**config.mk**
```make
export PLATFORM = sky130hd
export DESIGN_NAME = compressor_tree_acc_flat
export DESIGN_NICKNAME = d
export VERILOG_FILES = /design/src/rtl/compressor_tree_acc_if.sv /design/src/rtl/compressor_tree_acc.sv /design/src/flat_wrapper.sv
export SDC_FILE = /design/constraint.sdc
export NUM_CORES = 1
export LEC_CHECK = 0
export CAP_MARGIN = 20
export CORE_AREA = 3 3 184 186
export DETAILED_ROUTE_END_ITERATION = 10
export DIE_AREA = 0 0 187 189
export DONT_BUFFER_PORTS = 1
export GPL_ROUTABILITY_DRIVEN = 0
export PLACE_DENSITY = 0.55
export SLEW_MARGIN = 10
export SYNTH_ARGS = -nofsm -noshare
export SYNTH_HDL_FRONTEND = slang
export SYNTH_SLANG_ARGS = --single-unit
```
**constraint.sdc**
```tcl
create_clock -name clk -period 10.95 [get_ports clk]
set_input_delay 0.5475 -clock clk [delete_from_list [all_inputs] [get_ports clk]]
set_output_delay 0.5475 -clock clk [all_outputs]
set_load 0.1 [all_outputs]
```
**src/rtl/compressor_tree_acc_if.sv**
```systemverilog
// compressor_tree_acc_if
// Bundles the input beat handshake and the result beat handshake of
// compressor_tree_acc so both ends share one set of widths.
// Signals:
//   in_valid / in_ready    - input beat handshake
//   a, b, c, d             - N-bit unsigned operands
//   mode                   - 0 = plain sum, 1 = accumulate
//   acc_clr                - accumulate beats only: start from zero
//   out_valid / out_ready  - result beat handshake
//   sum                    - W-bit result, W = N + 2 + ACC_EXT
//   overflow               - accumulator wrapped on this beat
// Modports:
//   master - the side that produces operands and consumes results
//   slave  - the compressor/accumulator itself
interface compressor_tree_acc_if #(
   parameter int N       = 32,
   parameter int ACC_EXT = 8
);
   localparam int W = N + 2 + ACC_EXT;

   logic         in_valid;
   logic         in_ready;
   logic [N-1:0] a;
   logic [N-1:0] b;
   logic [N-1:0] c;
   logic [N-1:0] d;
   logic         mode;
   logic         acc_clr;
   logic         out_valid;
   logic         out_ready;
   logic [W-1:0] sum;
   logic         overflow;

   modport master (
      output in_valid, a, b, c, d, mode, acc_clr, out_ready,
      input  in_ready, out_valid, sum, overflow
   );

   modport slave (
      input  in_valid, a, b, c, d, mode, acc_clr, out_ready,
      output in_ready, out_valid, sum, overflow
   );
endinterface

```
**src/rtl/compressor_tree_acc.sv**
```systemverilog
// compressor_tree_acc
// Pipelined four-operand adder with optional accumulation.
// Stage 1 is a row of 5:3 compressor cells that reduces a, b, c, d to a
// sum vector and a carry vector without any carry ripple across bits.
// Stage 2 merges the two vectors with a carry-propagate add and either
// returns the plain sum or adds it into a W-bit wrapping accumulator.
// Ports:
//   clk    - single clock, all state changes on the rising edge
//   rst_n  - synchronous active-low reset; empties both stages, clears
//            the accumulator and the result registers
//   bus    - slave side of compressor_tree_acc_if (operand beat in,
//            result beat out, valid/ready on both sides)
module compressor_tree_acc #(
   parameter int N       = 32,
   parameter int ACC_EXT = 8
) (
   input logic                  clk,
   input logic                  rst_n,
   compressor_tree_acc_if.slave bus
);
   localparam int W = N + 2 + ACC_EXT;
   localparam int R = N + 2;

   logic [N-1:0] firstSum;
   logic [N-1:0] intCout;
   logic [N-1:0] rowCin;
   logic [N-1:0] rowSum;
   logic [N-1:0] rowCout;
   logic [R-1:0] svNext;
   logic [R-1:0] cvNext;

   logic         s1Valid;
   logic         s1Mode;
   logic         s1Clr;
   logic [R-1:0] s1Sv;
   logic [R-1:0] s1Cv;

   logic         s2Valid;
   logic [W-1:0] sumReg;
   logic         overflowReg;
   logic [W-1:0] acc;

   logic         s1Advance;
   logic         inReady;
   logic         inXfer;
   logic [R-1:0] cpaSum;
   logic [W-1:0] accBase;
   logic [W:0]   accSum;

   // Compressor row. Each cell is two chained full adders: the first adds
   // a, b, c and hands its carry (intCout) to the next bit up, the second
   // adds that partial sum to d and the carry arriving from the bit below.
   // Because intCout only looks at a, b, c of its own bit, no carry travels
   // more than one position. The top intCout has no cell above it, so it is
   // folded into the carry vector at weight 2^N.
   always_comb begin
      firstSum = bus.a ^ bus.b ^ bus.c;
      intCout  = (bus.a & bus.b) | (bus.a & bus.c) | (bus.b & bus.c);
      rowCin   = {intCout[N-2:0], 1'b0};
      rowSum   = firstSum ^ bus.d ^ rowCin;
      rowCout  = (firstSum & bus.d) | (firstSum & rowCin) | (bus.d & rowCin);
      svNext   = {2'b00, rowSum};
      cvNext   = {1'b0, rowCout, 1'b0} + {1'b0, intCout[N-1], {N{1'b0}}};
   end

   // Flow control. Stage 1 may move into stage 2 when stage 2 is empty or
   // is handing its beat downstream this cycle; a new beat may enter when
   // stage 1 is empty or is moving on, which lets a full pipe accept and
   // deliver in the same cycle without a bubble.
   always_comb begin
      s1Advance = s1Valid & (~s2Valid | bus.out_ready);
      inReady   = ~s1Valid | s1Advance;
      inXfer    = bus.in_valid & inReady;
   end

   // Carry-propagate add plus accumulate. The vectors from stage 1 always
   // fit in N+2 bits. The accumulate add is one bit wider than the
   // accumulator so the bit lost on wrap-around becomes the overflow flag.
   always_comb begin
      cpaSum  = s1Sv + s1Cv;
      accBase = s1Clr ? '0 : acc;
      accSum  = (W+1)'(accBase) + (W+1)'(cpaSum);
   end

   // Pipeline registers. The accumulator is written when a beat enters
   // stage 2, so back-to-back accumulate beats each see the value left by
   // the one before. While a result waits for out_ready, stage 2 does not
   // load, which keeps sum and overflow steady.
   always_ff @(posedge clk) begin
      if (!rst_n) begin
         s1Valid     <= 1'b0;
         s1Mode      <= 1'b0;
         s1Clr       <= 1'b0;
         s1Sv        <= '0;
         s1Cv        <= '0;
         s2Valid     <= 1'b0;
         sumReg      <= '0;
         overflowReg <= 1'b0;
         acc         <= '0;
      end else begin
         if (inXfer) begin
            s1Valid <= 1'b1;
            s1Mode  <= bus.mode;
            s1Clr   <= bus.acc_clr;
            s1Sv    <= svNext;
            s1Cv    <= cvNext;
         end else if (s1Advance) begin
            s1Valid <= 1'b0;
         end

         if (s1Advance) begin
            s2Valid <= 1'b1;
            if (s1Mode) begin
               sumReg      <= accSum[W-1:0];
               overflowReg <= accSum[W];
               acc         <= accSum[W-1:0];
            end else begin
               sumReg      <= W'(cpaSum);
               overflowReg <= 1'b0;
            end
         end else if (bus.out_ready) begin
            s2Valid <= 1'b0;
         end
      end
   end

   assign bus.in_ready  = inReady;
   assign bus.out_valid = s2Valid;
   assign bus.sum       = sumReg;
   assign bus.overflow  = overflowReg;
endmodule

```
**src/flat_wrapper.sv**
```systemverilog
// flat-port wrapper written by rule: the top's interface ports become plain ports
module compressor_tree_acc_flat 
#(
   parameter int N       = 32,
   parameter int ACC_EXT = 8
)
  (clk, rst_n, bus_in_valid, bus_a, bus_b, bus_c, bus_d, bus_mode, bus_acc_clr, bus_out_ready, bus_in_ready, bus_out_valid, bus_sum, bus_overflow);
  compressor_tree_acc_if #(.N(N), .ACC_EXT(ACC_EXT)) bus_i ();
  input logic clk;
  input logic rst_n;
  input wire logic [$bits(bus_i.in_valid)-1:0] bus_in_valid;
  input wire logic [$bits(bus_i.a)-1:0] bus_a;
  input wire logic [$bits(bus_i.b)-1:0] bus_b;
  input wire logic [$bits(bus_i.c)-1:0] bus_c;
  input wire logic [$bits(bus_i.d)-1:0] bus_d;
  input wire logic [$bits(bus_i.mode)-1:0] bus_mode;
  input wire logic [$bits(bus_i.acc_clr)-1:0] bus_acc_clr;
  input wire logic [$bits(bus_i.out_ready)-1:0] bus_out_ready;
  output wire logic [$bits(bus_i.in_ready)-1:0] bus_in_ready;
  output wire logic [$bits(bus_i.out_valid)-1:0] bus_out_valid;
  output wire logic [$bits(bus_i.sum)-1:0] bus_sum;
  output wire logic [$bits(bus_i.overflow)-1:0] bus_overflow;
  assign bus_i.in_valid = bus_in_valid;
  assign bus_i.a = bus_a;
  assign bus_i.b = bus_b;
  assign bus_i.c = bus_c;
  assign bus_i.d = bus_d;
  assign bus_i.mode = bus_mode;
  assign bus_i.acc_clr = bus_acc_clr;
  assign bus_i.out_ready = bus_out_ready;
  assign bus_in_ready = bus_i.in_ready;
  assign bus_out_valid = bus_i.out_valid;
  assign bus_sum = bus_i.sum;
  assign bus_overflow = bus_i.overflow;
  compressor_tree_acc #(.N(N), .ACC_EXT(ACC_EXT)) u_core (.clk(clk), .rst_n(rst_n), .bus(bus_i));
endmodule
```
After elaboration in Yosys (flattened, before gate mapping)
Cells that the tools add are included.

operators by class
  add/sub/neg operators = 3
  multiplexer cells = 7
  bitwise operators = 20
  reduce and logical (&&, ||, !) cells = 3

operators by type and width
  kind                                       count
  32-bit AND                                 6
  32-bit bitwise OR                          4
  32-bit XOR                                 4
  42-bit two-way mux                         2
  42-bit by 34-bit adder with 43-bit output  1
  32-bit by 34-bit adder with 34-bit output  1
  33-bit by 33-bit adder with 34-bit output  1
  1-bit two-way mux                          5
  2-bit nonzero test                         2
  1-bit AND                                  2
  1-bit inverter                             2
  1-bit bitwise OR                           2
  2-bit AND reduction                        1

word-level totals
  bits in registers = 155
  input port bits = 134
  output and inout port bits = 45
  logic and storage cells = 42

Logic depth before layout (Yosys ltp)
Gate-level depths: netlist of the first run.

  depth in word-level cells = 7
  depth in mapped cells = 21
  depth with buffers taken out = 19

Least setup slack after synthesis of the first run
No wires, ideal clock.

  path kind = flip-flop to flip-flop
  start = register u_core.s1Cv[1]
  end = register u_core.sumReg[39] (netlist: u_core.bus.sum[39])
  library setup time = 127 ps
  arrival time = 4122 ps
  data required time = 10823 ps
  path slack = 6701 ps
  stages on the path, launching flop included = 21
  path buffers = 1
  clock period less this slack = 4249 ps
  cells stage by stage = dfxtp_1 -> ha_1 -> inv_1 -> fa_1 -> nand2b_1 -> a21oi_2 -> o22ai_2 -> a211o_2 -> a21oi_1 -> o21ai_0 -> and2_1 -> ha_1 -> nand2_1 -> o21ai_0 -> a311o_1 -> o31ai_4 -> o21ai_2 -> a31oi_2 -> buf_4 -> nor4_1 -> or3_1

on the way
  longest elaborated chain between the ends = 3

RTL lines
  element                                    RTL line                    text
  from (decl)                                compressor_tree_acc.sv:36   logic [R-1:0] s1Cv;
  from (signal assigned)                     compressor_tree_acc.sv:106  s1Cv <= cvNext;
  32-bit by 34-bit adder with 34-bit output  compressor_tree_acc.sv:80   cpaSum = s1Sv + s1Cv;
  42-bit by 34-bit adder with 43-bit output  compressor_tree_acc.sv:82   accSum = (W+1)'(accBase) + (W+1)'(cpaSum);
  42-bit two-way mux                         compressor_tree_acc.sv:113  if (s1Mode) begin
  to (signal assigned)                       compressor_tree_acc.sv:114  sumReg <= accSum[W-1:0];
  to (signal assigned)                       compressor_tree_acc.sv:118  sumReg <= W'(cpaSum);
  to (decl)                                  compressor_tree_acc.sv:39   logic [W-1:0] sumReg;

No other way between the ends.
A chain may end at the register's enable or synchronous reset.

Final worst setup path of the first run
  start = register u_core.s1Cv[3]
  end = register u_core.sumReg[39] (netlist: u_core.bus.sum[39])

Same word-level chain as after synthesis.

==> results of run 1 <==
## registers in the layout, summed over array words and instances (netlist names)
name and cells:
u_core.bus.overflow 1, u_core.acc 42, u_core.s1Valid 1, u_core.bus.sum 42, u_core.s1Clr 1, u_core.s1Cv 33, u_core.s1Sv 32, u_core.s1Mode 1
u_core.bus.out_valid 1
## cells by family (layout without fill, tap and decap cells)
group | Yosys count | count (layout)
AO/OA/AOI/OAI | 411 | 411
XOR/XNOR | 54 | 54
adder cells (fa/ha/maj) | 132 | 132
buffers and inverters | 105 | 66
flip-flops | 154 | 154
multiplexers | 20 | 20
AND/OR/NAND/NOR | 515 | 515
## per-layer routing
layer	share of wire, %	wire (um)	GRT usage, %
met1	48	14980	23.56
met2	46	14240	29.00
met3	4.5	1381	2.999
met4	1.2	364	4.245
met5	0	0	0
## per-stage QoR
step | total power (W) | util [%] | setup WS, ns | cell area, sq um
6_report | 0.001740 | 37.58 | 5.939 | 12200
5_1_grt | 0.001839 | 37.58 | 5.523 | 12200
4_1_cts | 0.001756 | 37.55 | 5.956 | 12190
3_5_place_dp | 0.001144 | 35.72 | 5.994 | 11590
3_3_place_gp | 0.001139 | 35.72 | 6.102 | 11590
2_1_floorplan | 0.001030 | - | 6.701 | 11260
## layout by cell type (no fill, tap or decap), types with 13 or more instances in the layout
cell type,n
ha_1,67
o21a_1,17
xnor2_1,37
and2_1,13
fa_1,65
mux2i_1,20
a21o_1,27
nand4_1,19
clkbuf_16,17
o211ai_1,14
a21oi_1,165
o21ai_0,64
inv_1,21
nor2b_1,45
xor2_1,17
a211oi_1,25
nand3_1,26
dfxtp_1,154
o21ai_1,14
nand2_1,256
nor2_1,74
## power breakdown
| group | internal [W] | switching, W |
|---|---|---|
| clock network | 0.000355 | 0.000249 |
| registers | 0.000598 | 0.0000985 |
| logic | 0.000165 | 0.000274 |
## worst min-delay path by stage
stage / start / endpoint / slack (ns) / depth (start not counted)
6_report: bus_in_valid / u_core.s1Valid / 0.24 / 2
5_1_grt: bus_in_valid / u_core.s1Valid / 0.22 / 2
4_1_cts: bus_in_valid / u_core.s1Valid / 0.22 / 2
3_5_place_dp: u_core.acc[28] / u_core.acc[28] / 0.44 / 2
3_3_place_gp: u_core.acc[30] / u_core.acc[30] / 0.44 / 2
2_1_floorplan: u_core.acc[0] / u_core.acc[0] / 0.43 / 2
## worst max-delay path, cell delays in order, from the launching register on
cell and delay, ns:
dfxtp_1 0.32, ha_1 0.35, o21ai_0 0.14, o21ai_1 0.29, nand2_1 0.15, o21ai_1 0.30, a41oi_1 0.24, o311ai_1 0.53
xor2_1 0.14, ha_1 0.43, a21oi_2 0.31, o21bai_1 0.10, a21oi_1 0.27, and3_1 0.21, o21ai_2 0.07, a31oi_2 0.59
nor4_1 0.08, or3_1 0.37
## final cells by class
| cell class | instances | area, sq um |
|---|---|---|
| clock buffers | 23 | 478.0 |
| clock inverters | 9 | 113.9 |
| fillers | 3409 | 20260 |
| inverters | 22 | 83.83 |
| multi-input cells | 1132 | 7791 |
| flip-flops and latches | 154 | 3083 |
| well taps | 442 | 553.0 |
| repair buffers | 12 | 93.84 |
==> reports/metrics.cfg, run 1 <==
[run_status]
status=finished, final reports clean

[finish]
diodes=0
fin_nets=1605
fin_cells=1794
area_delta_synth_final_pct=8.275
drive_gt1_share_pct=5.399

[synthesis]
synthAdderAreaFrac_pct=18.99
synth_common_cells=257 x nand2_1, 165 x a21oi_1, 154 x dfxtp_1
yosysSeqAreaShare_pct=27.37
muxShareOfSynthArea_pct=1.777
synth_top_area_share_pct=27.37
synth_xor_area_share_pct=4.199
synth_top_family_by_area=compound AO/OA/AOI/OAI gates
netlist_area_sq_mm=0.01126
synth_compound_area_share_pct=22.88
syn_area_per_cell_sq_um=8.098
synth.area.top_cells=dfxtp_1 27%, fa_1 12%, nand2_1 8.6%
ys_seq_elements=154
synth.most_common_cell=nand2_1
synth_cells=1391
yosysWarnings=0
ys.flop_type=dfxtp_1
synth.largest_area_cell=dfxtp_1
synth.distinct_cells=78
async_flop_share_pct=0
synthSimpleGateAreaFrac_pct=21.19
syn-num-nets=1657
synth-edff-count=0

[global_route]
grt_pass1_vias=9535
grt_pass1_wl_mm=50.20
overflow=0
grt.total_usage_pct=17.39
grt_max_degree=69
antenna_found_initial=0

[clocking]
clk_latency_ns=0.44
cts_setup_buffers=0
path_clk_slew_ns=0.06
cts_hold_buf=0
cts_tree=yes
cts_max_level=4
clockBufferDepth=2
ctsResizeCount=0
cts_made_buffers=17
cts_root_buffer=clkbuf_16
cts_sinks=154

[timing]
clock.fmax_mhz=199.5
tns_ns=0
finalSetupViolations=0
finalCritPeriodShare_pct=45.77
maxSlewViolCount=0
finalHoldViolations=0
fin_skew_ns=0.01065
max_slew_margin_pct=28.52
rsz0062_at_grt=no
worst_slew_pin_slew_ns=1.071
fin_hold_ws_ns=0.2350
period_needed_ns=5.011

[route]
first_pass_iters=5
drt-initial-drc-count=703
drc=0
ant_nets=0
vias=9641
avgViaCountPerCell=5.374
routedWlPerCell_um=17.26
wl_mm=30.96

[critical_path]
reg2reg_to=u_core.bus.sum[39]
cp-start-kind=flop
r2r_start=u_core.s1Cv[3]
path_max_fanout=12
crit_arrival_ns=5.32
critPathCapture=u_core.bus.sum[39]
reg2reg_slack_ns=5.94
critPathKind=reg -> reg
endpoint_kind=flop
setup.worst_path.start=u_core.s1Cv[3]
ff2ff_path_depth=17
worstPathRequired_ns=11.26

[place]
dp_cells=1761
portBuffers=0
dp_hpwl_mm=22.65

[pwr]
vdd_drop_max_v=0.0001150
power.density_mw_per_mm2=142.6
leakage_nw=4.771

[worst_hold_path]
hp-class=in -> reg

[floorplan]
die_y_um=189
start_util_pct=34.71
core-area_sq_mm=0.03245
rows=66
dieWidth_um=187
dieArea_sq_mm=0.03534
ios=179

[flow_run]
drv_cap=0

Note: power is estimated with default switching activity, not from simulation.
==> run 2: changes to the inputs <==
--- a/config.mk
+++ b/config.mk
@@ -5,13 +5,14 @@
 export SDC_FILE = /design/constraint.sdc
 export NUM_CORES = 1
 export LEC_CHECK = 0
+export ABC_AREA = 1
 export CAP_MARGIN = 20
-export CORE_AREA = 3 3 184 186
+export CORE_AREA = 3 3 193 195
 export DETAILED_ROUTE_END_ITERATION = 10
-export DIE_AREA = 0 0 187 189
+export DIE_AREA = 0 0 196 198
 export DONT_BUFFER_PORTS = 1
 export GPL_ROUTABILITY_DRIVEN = 0
-export PLACE_DENSITY = 0.55
+export PLACE_DENSITY = 0.56
 export SLEW_MARGIN = 10
 export SYNTH_ARGS = -nofsm -noshare
 export SYNTH_HDL_FRONTEND = slang
==> constraint.sdc (replaced) <==
create_clock -name clk -period 4.9 [get_ports clk]
set_input_delay 0.245 -clock clk [delete_from_list [all_inputs] [get_ports clk]]
set_output_delay 0.245 -clock clk [all_outputs]
set_load 0.1 [all_outputs]
==> run 2 against run 1 <==
Net effect:
- clock skew is essentially flat
- worst setup slack got worse by 5.0 ns
- register-to-register slack worse by 5.0 ns
- count of clock-buffer cells in the layout shrank 4
- sequential cell count unchanged
- non-clock buffer count grew 2
- largest cell class unchanged
- worst hold slack got worse by 0.12 ns
==> reports/metrics.cfg, run 2 <==
[run_status]
status=finished, final reports clean

[global_route]
grt_pass1_wl_mm=58.55
top_usage_layer=met2
overflow=0
antenna_found_initial=0
grt_use_met3_pct=3.029
grt_pass1_vias=11380
grt_max_degree=106
grtUsageMet1_pct=24.68
grt.total_usage_pct=18.84
use_met2_pct=31.66

[finish]
fin_nets=2188
area_delta_synth_final_pct=8.815
fillers=3908
drive_gt1_share_pct=5.119
diodes=0
final_common_cell=nand2_1
final_cell_mix=563 x nand2_1, 290 x inv_1, 253 x nor2_1, 154 x dfxtp_1, 121 x a21oi_1

[flow_run]
drv_cap=0

[pwr]
vdd_drop_max_v=0.0002466
power.density_mw_per_mm2=297.7
leakage_nw=6.943

[timing]
finalCritPeriodShare_pct=80.56
finalHoldViolations=0
worst_slew_pin_slew_ns=1.090
max_slew_margin_pct=27.23
rsz0062_at_grt=no
finalSetupViolations=0
maxSlewViolCount=0
tns_ns=0
clock.fmax_mhz=253.3
fin_skew_ns=0.01094
fin_hold_ws_ns=0.1178
period_needed_ns=3.947

[clocking]
clk_latency_ns=0.45
cts_root_buffer=clkbuf_16
cts_sinks=154
clockBufferDepth=2
cts_made_buffers=17
cts_tree=yes
path_clk_slew_ns=0.07
cts_max_level=4
cts_setup_buffers=0

[route]
vias=11600
drt-initial-drc-count=744
wl_mm=36.39
first_pass_iters=5
avgViaCountPerCell=4.843
drc=0
routedWlPerCell_um=15.19
ant_nets=0

[floorplan]
ios=179
die_y_um=198
dieWidth_um=196
core-area_sq_mm=0.03557
start_util_pct=35.04
rows=69
dieArea_sq_mm=0.03881

[synthesis]
synth_cells=1939
async_flop_share_pct=0
synth_top_area_share_pct=24.74
ys.flop_type=dfxtp_1
synth_common_cells=564 x nand2_1, 290 x inv_1, 254 x nor2_1
yosysWarnings=0
synth.most_common_cell=nand2_1
synth-edff-count=0
yosysSeqAreaShare_pct=24.74
synth.largest_area_cell=dfxtp_1
netlist_area_sq_mm=0.01246
synth.distinct_cells=47
ys_seq_elements=154
synth.area.top_cells=dfxtp_1 25%, nand2_1 17%, fa_1 10%
syn_area_per_cell_sq_um=6.428
syn-num-nets=2205

[critical_path]
crit_arrival_ns=4.29
critPathKind=reg -> reg
setup.worst_path.start=u_core.s1Cv[1]
ff2ff_path_depth=24
path_max_fanout=6
r2r_start=u_core.s1Cv[1]
worstPathRequired_ns=5.25
cp-start-kind=flop
endpoint_kind=flop

[place]
portBuffers=0
dp_hpwl_mm=29.45

[worst_hold_path]
hp-class=in -> reg
whs_path_depth=3
hold_start=bus_d[6]

==> run 2: cell types whose count changed in the layout (fill, tap and decap cells not counted), sizes merged, moves of 20 or more <==
cell    change
a211oi     -26
a21o       -25
a21oi      -47
inv       +274
mux2i      -20
nand2     +323
nand3      +94
nor2      +196
nor2b      -47
o21ai      +30
xnor2      -31
==> run 2: final cells by class <==
type	instances	area [sq um]	share of cell area (%)
Clock inverter	12	150.1	1.107
Tap cell	461	576.8	4.253
Clock buffer	19	432.9	3.192
Multi-Input combinational cell	1438	8059	59.42
Sequential cell	154	3083	22.73
Inverter	297	1117	8.239
Timing Repair Buffer	14	142.6	1.052
==> run 2: stage by stage <==
step	cells	cell area (sq um)	power [W]	worst slack (ns)	utilization [%]
final	2395	13560	0.004037	0.9528	38.13
after floorplan	1939	12460	0.002407	1.740	-
after global placement	2360	12910	0.002674	1.012	36.30
after detailed placement	2360	12910	0.002684	0.9675	36.30
after global routing	2395	13560	0.004295	0.5439	38.13
after CTS	2394	13540	0.004078	0.9126	38.07
==> run 2: final timing paths <==
path	end	slack [ns]
max reg2reg	u_core.acc[30]	0.95
min reg2reg	u_core.acc[23]	0.46
max	u_core.acc[30]	0.95
min	u_core.s1Sv[6]	0.12
==> run 2: critical path, stage by stage (launching register included) <==
cell	delay (ns)
dfxtp_1	0.33
ha_1	0.18
inv_1	0.06
fa_1	0.39
nand3b_1	0.17
nand2_1	0.12
nand2_1	0.06
nand2_1	0.12
nand2_1	0.06
nand2_1	0.13
nand2_1	0.13
nand2_1	0.09
nand2_1	0.06
and2_1	0.15
ha_1	0.41
a21oi_1	0.28
o21ai_0	0.19
inv_1	0.09
nand2_1	0.09
a21oi_1	0.24
nand3_1	0.11
nand3_1	0.16
o21ai_0	0.11
nand2_1	0.08
inv_1	0.04
==> run 2: logic make-up (layout without fill, tap and decap cells) <==
group | count (synthesis) | after routing | share of synthesized area [%]
DFF | 154 | 154 | 24.74
and+or+nand+nor | 1023 | 1023 | 34.75
xor gates and xnor gates | 22 | 22 | 1.546
AOI/OAI and AO/OA | 261 | 261 | 11.16
adders and majority gates | 132 | 132 | 17.17
buffers and inverters | 347 | 342 | 10.64
==> run 2: power by group <==
part	internal [W]	switching, W	total, W
sequential	0.00134	0.000236	0.00158
clock	0.000796	0.000563	0.00136
combinational	0.000385	0.000717	0.00110
==> run 2: repair_timing <==
item / 4_1_cts / 5_1_grt
gates resized for setup: 0 / 0
hold buffers: 3 / 0
hold endpoints to repair: 106 / 0
==> run 2: per-layer routing <==
layer	share of wire (%)	wire length (um)	vias up
met4	2.5	924	0
met2	46	16580	288
li1	-	-	6014
met3	5.8	2111	53
met1	46	16770	5244
met5	0	0	-
